--- config.mk ---
export PLATFORM = sky130hd
export DESIGN_NAME = id_ex_stage
export DESIGN_NICKNAME = d
export VERILOG_FILES = /design/src/rtl/id_ex_stage.sv
export SDC_FILE = /design/constraint.sdc
export NUM_CORES = 1
export LEC_CHECK = 0
export ABC_CLOCK_PERIOD_IN_PS = 3000
export CAP_MARGIN = 20
export CORE_AREA = 2 2 57 59
export CTS_BUF_LIST = sky130_fd_sc_hd__clkbuf_16
export CTS_CLUSTER_DIAMETER = 50
export DETAILED_ROUTE_END_ITERATION = 8
export DIE_AREA = 0 0 59 61
export PLACE_DENSITY = 0.86
export SLEW_MARGIN = 40
export SYNTH_ARGS = -nofsm -noshare
export SYNTH_HDL_FRONTEND = slang
export SYNTH_SLANG_ARGS = --single-unit
--- constraint.sdc ---
create_clock -name clk -period 3 [get_ports clk]
set_clock_uncertainty 0.15 [all_clocks]
set_input_delay 0.9 -clock clk [delete_from_list [all_inputs] [get_ports clk]]
set_output_delay 0.9 -clock clk [all_outputs]
set_load 0.005 [all_outputs]
--- src/rtl/id_ex_stage.sv ---
// ID/EX pipeline register with load-use hazard detection.
// Captures the decoded control bundle and register specifiers into EX.
// A bubble is inserted on a taken-branch flush or on a load-use stall.
// The stall also holds PC and IF/ID.
// Optional stall statistics counter: define ID_EX_STALL_COUNTER_EN.
module id_ex_stage #(
  parameter int unsigned REG_ADDR_W  = 5,
  parameter int unsigned STALL_CNT_W = 16
) (
  input  logic                  clk,
  input  logic                  rst_n,
  input  logic                  id_valid,
  input  logic                  id_branch,
  input  logic                  id_mem_read,
  input  logic                  id_mem_to_reg,
  input  logic                  id_mem_write,
  input  logic                  id_alu_src,
  input  logic                  id_reg_write,
  input  logic [1:0]            id_alu_op,
  input  logic                  id_reg_dst,
  input  logic [REG_ADDR_W-1:0] id_rs1,
  input  logic [REG_ADDR_W-1:0] id_rs2,
  input  logic [REG_ADDR_W-1:0] id_rd,
  input  logic                  flush,
  output logic                  ex_valid,
  output logic                  ex_branch,
  output logic                  ex_mem_read,
  output logic                  ex_mem_to_reg,
  output logic                  ex_mem_write,
  output logic                  ex_alu_src,
  output logic                  ex_reg_write,
  output logic                  ex_reg_dst,
  output logic [1:0]            ex_alu_op,
  output logic [REG_ADDR_W-1:0] ex_rs1,
  output logic [REG_ADDR_W-1:0] ex_rs2,
  output logic [REG_ADDR_W-1:0] ex_rd,
  output logic                  stall,
  output logic                  pc_write,
  output logic                  ifid_write
`ifdef ID_EX_STALL_COUNTER_EN
  ,
  output logic [STALL_CNT_W-1:0] stall_count
`endif
);

  // Counter width of zero makes no sense, even when the counter is compiled out.
  if (STALL_CNT_W < 1) begin : g_cnt_w_check
    $error("STALL_CNT_W must be at least 1");
  end

  logic hz;
  logic load_bubble;

  // Load-use hazard: EX holds a real load whose destination is read by ID.
  // rs2 is compared even for I-type/loads; the occasional false stall is accepted.
  always_comb begin
    hz = id_valid & ex_valid & ex_mem_read & (ex_rd != '0) &
         ((ex_rd == id_rs1) | (ex_rd == id_rs2));
    stall       = hz & ~flush;
    pc_write    = ~stall;
    ifid_write  = ~stall;
    // Flush, stall and an invalid ID slot all produce the same all-zero bubble,
    // so the priority order collapses into one select.
    load_bubble = flush | stall | ~id_valid;
  end

  // EX register: bubble or sanitised capture of the ID bundle.
  always_ff @(posedge clk or negedge rst_n) begin
    if (!rst_n) begin
      ex_valid      <= 1'b0;
      ex_branch     <= 1'b0;
      ex_mem_read   <= 1'b0;
      ex_mem_to_reg <= 1'b0;
      ex_mem_write  <= 1'b0;
      ex_alu_src    <= 1'b0;
      ex_reg_write  <= 1'b0;
      ex_reg_dst    <= 1'b0;
      ex_alu_op     <= '0;
      ex_rs1        <= '0;
      ex_rs2        <= '0;
      ex_rd         <= '0;
    end else if (load_bubble) begin
      ex_valid      <= 1'b0;
      ex_branch     <= 1'b0;
      ex_mem_read   <= 1'b0;
      ex_mem_to_reg <= 1'b0;
      ex_mem_write  <= 1'b0;
      ex_alu_src    <= 1'b0;
      ex_reg_write  <= 1'b0;
      ex_reg_dst    <= 1'b0;
      ex_alu_op     <= '0;
      ex_rs1        <= '0;
      ex_rs2        <= '0;
      ex_rd         <= '0;
    end else begin
      ex_valid      <= 1'b1;
      ex_branch     <= id_branch;
      ex_mem_read   <= id_mem_read;
      // MemtoReg/RegDst are don't-care from the decoder when nothing is written back.
      ex_mem_to_reg <= id_reg_write ? id_mem_to_reg : 1'b0;
      ex_mem_write  <= id_mem_write;
      ex_alu_src    <= id_alu_src;
      ex_reg_write  <= id_reg_write;
      ex_reg_dst    <= id_reg_write ? id_reg_dst : 1'b0;
      ex_alu_op     <= id_alu_op;
      ex_rs1        <= id_rs1;
      ex_rs2        <= id_rs2;
      ex_rd         <= id_rd;
    end
  end

`ifdef ID_EX_STALL_COUNTER_EN
  // Saturating count of stalled edges; flush cycles never stall so are not counted.
  always_ff @(posedge clk or negedge rst_n) begin
    if (!rst_n) begin
      stall_count <= '0;
    end else if (stall && (stall_count != '1)) begin
      stall_count <= stall_count + 1'b1;
    end
  end
`endif

endmodule

==> impl_metrics.json <==
{
  "first_pass_iters": 2,
  "power_frac_seq_pct": 45.6,
  "place_area_sq_um": 1692,
  "cts_root_buf": "clkbuf_16",
  "fillers": 227,
  "switchingPower_mw": 0.1736,
  "start_kind": "input port",
  "hpwl_mm": 2.064,
  "clkPwrFrac_pct": 36.9,
  "yosys_register_bits": 25,
  "power.leakage_nw": 0.9244,
  "fin_total_pwr_mw": 0.7859,
  "rr_worst_depth": 9,
  "syn2layout_area_growth_pct": 78.25,
  "hold_class": "in -> reg",
  "grt_pass1_vias": 1012,
  "multi_input_area_sq_um": 495.5,
  "relSlewSlack_pct": 77.88,
  "worst-r2r-setup-slack_ns": 0.94,
  "seq_area_frac_synth_pct": 58.48,
  "worstSetupPathType": "in -> out",
  "clk_pin_slew_ns": 0.06,
  "cts-htree-levels": 1,
  "p_per_area_nw_per_um2": 412.1,
  "critPathRequiredTime_ns": 1.95,
  "reg2reg_to": "ex_valid",
  "num_rows": 20,
  "syn_area_sq_um": 1070,
  "io_pins": 56,
  "irDropWorstVdd_mv": 0.3167,
  "grt_max_degree": 26,
  "grt_overflow": 0,
  "io_buffers": 55,
  "setup_viol": 2,
  "r2r_start": "ex_rd[0]",
  "cp-startpoint": "id_rs2[1]",
  "diodes": 0,
  "power_frac_comb_pct": 17.4,
  "grt_setup_unrepaired": "yes",
  "drt_iter0_markers": 16,
  "hold_depth": 3,
  "endpoint_kind": "output pin",
  "min_to": "ex_rs2[1]",
  "gp_congestion": 0.9099,
  "finalHoldWorstSlack_ns": 0.7116,
  "synth_nets": 120,
  "p_sw_share_pct": 22.09,
  "die_h_um": 61,
  "via_per_inst": 5.005,
  "cts_buffers": 3,
  "cap_violations": 0,
  "layout_setup_ws_ns": -0.06703,
  "drc": 0,
  "nets": 189,
  "wl_per_cell_um": 15.65,
  "synth.area.top_cells": "dfrtp_1, o211a_1, xnor2_1",
  "hold_violations": 0,
  "cts_tree": "done",
  "grt_usage_pct": 17.51,
  "final_max_slew_viol_count": 0,
  "synth_largest_area_cell": "dfrtp_1",
  "arrival_ns": 2.02,
  "synth_top_area_share_pct": 58.48,
  "fin_crit_sh_pct": 102.2,
  "worstSkewPairLatency_ns": 0.26,
  "start_util_pct": 36.23,
  "timing.fmax_ghz": 0.3260,
  "antenna_left": 0,
  "avgSynthCellArea_sq_um": 11.63,
  "cts_buffer_depth": 2,
  "syn-instance-count": 92,
  "cell_internal_pwr_mw": 0.6123,
  "status": "finished, violations left",
  "failed_checks": "setup timing",
  "tightest_slew_ns": 0.3319,
  "antenna_found_initial": 0,
  "reg_top3": "ex_rd (5), ex_rs1 (5), ex_rs2 (5)",
  "die_w_um": 59,
  "ys_types": 19,
  "worstHoldStart": "id_rs2[1]",
  "min_period_ns": 3.067,
  "synth_warnings": 0,
  "final_cell_area_sq_um": 1907,
  "core_sq_um": 2953,
  "worst-path-max-fanout": 2,
  "vias": 966,
  "layout-drive-gt1-share_pct": 31.25,
  "postRouteWirelength_mm": 3.020,
  "grt_pass1_wl_mm": 4.533,
  "dieArea_sq_um": 3599,
  "register_area_sq_um": 625.6,
  "cts_sinks": 25
}
[layout by cell type, fill, tap and decap left out, drive strengths merged]
master	synthesis	routed
nand3	3	3
o22ai	1	1
nor2	1	1
o2111a	2	2
nand2	12	12
nor3	2	2
buf	5	30
o22a	1	1
inv	1	2
xnor2	10	10
o211a	12	12
nor2b	1	1
dfrtp	25	25
clkbuf	3	4
or3	1	1
a21boi	1	1
a21oi	11	11
clkdlybuf4s50	0	41
[synthesized netlist by cell type]
| master | n |
|---|---|
| o211a_1 | 12 |
| nand3_1 | 3 |
| clkbuf_1 | 3 |
| nand2_1 | 12 |
| nor2b_1 | 1 |
| xnor2_1 | 10 |
| a21oi_1 | 11 |
| inv_1 | 1 |
| a21boi_0 | 1 |
| buf_6 | 1 |
| o22ai_1 | 1 |
| o2111a_1 | 2 |
| nor2_1 | 1 |
| buf_2 | 3 |
| nor3_1 | 2 |
| or3_1 | 1 |
| buf_4 | 1 |
| dfrtp_1 | 25 |
| o22a_2 | 1 |
[how the worst max path moves through the flow]
stage                             to  slack (ns)  depth (start not counted)
after global routing        pc_write       -0.09                          6
after floorplan             pc_write        0.02                          5
final                       pc_write       -0.07                          6
after detailed placement  ifid_write       -0.82                          6
after CTS                 ifid_write       -0.09                          6
after global placement    ifid_write       -0.81                          6
[stage by stage]
| step | TNS [ns] | setup slack (ns) | cells | utilization (%) |
|---|---|---|---|---|
| final | -0.1340 | -0.06703 | 193 | 64.58 |
| after global placement | -2.301 | -0.8088 | 182 | 57.29 |
| after floorplan | 0 | 0.02300 | 92 | - |
| after detailed placement | -2.356 | -0.8186 | 182 | 57.29 |
| after CTS | -0.1704 | -0.08521 | 191 | 62.08 |
| after global routing | -0.1881 | -0.08751 | 193 | 64.58 |
[power by group through the flow]
stage          registers, mW  clock network (mW)  logic [mW]
3_3_place_gp           0.362                   0       0.119
6_report               0.359               0.290       0.137
3_5_place_dp           0.363                   0       0.122
5_1_grt                0.360               0.308       0.147
2_1_floorplan          0.364                   0      0.0373
4_1_cts                0.358               0.293       0.126
[per-layer routing]
layer / vias up / global-route usage (%) / share of wire (%)
li1: 460 / - / -
met4: 0 / 5.844 / 2.2
met1: 451 / 18.81 / 36
met2: 48 / 31.90 / 53
met3: 7 / 6.397 / 8.9
met5: - / 0 / 0
[critical path: stages]
cell and delay, ns:
buf_6 0.10, xnor2_2 0.17, nand3_2 0.11, o22a_2 0.26
or3_4 0.35, buf_6 0.13
[cell type report]
cell class              instances  area share, %
clock buffers                   3          3.937
clock inverters                 1         0.1969
inverters                       1         0.1969
multi-input cells              58          25.98
flip-flops and latches         25          32.81
well taps                      33          2.165
repair buffers                 72          34.71
[cell families after synthesis]
family	Yosys count	share of synthesized area, %
flops	25	58.48
compound gates	28	20.70
buf+inv	9	4.561
xor+xnor	10	8.187
simple gates	20	8.070
[repair_timing]
| item | 4_1_cts | 5_1_grt |
|---|---|---|
| gates resized for setup | 70 | 11 |
| hold buffers | 0 | 0 |
| pin swaps | 16 | 9 |
| buffers inserted | 5 | 2 |
| setup endpoints to repair | 3 | 3 |
(Power assumes the default switching activity.)
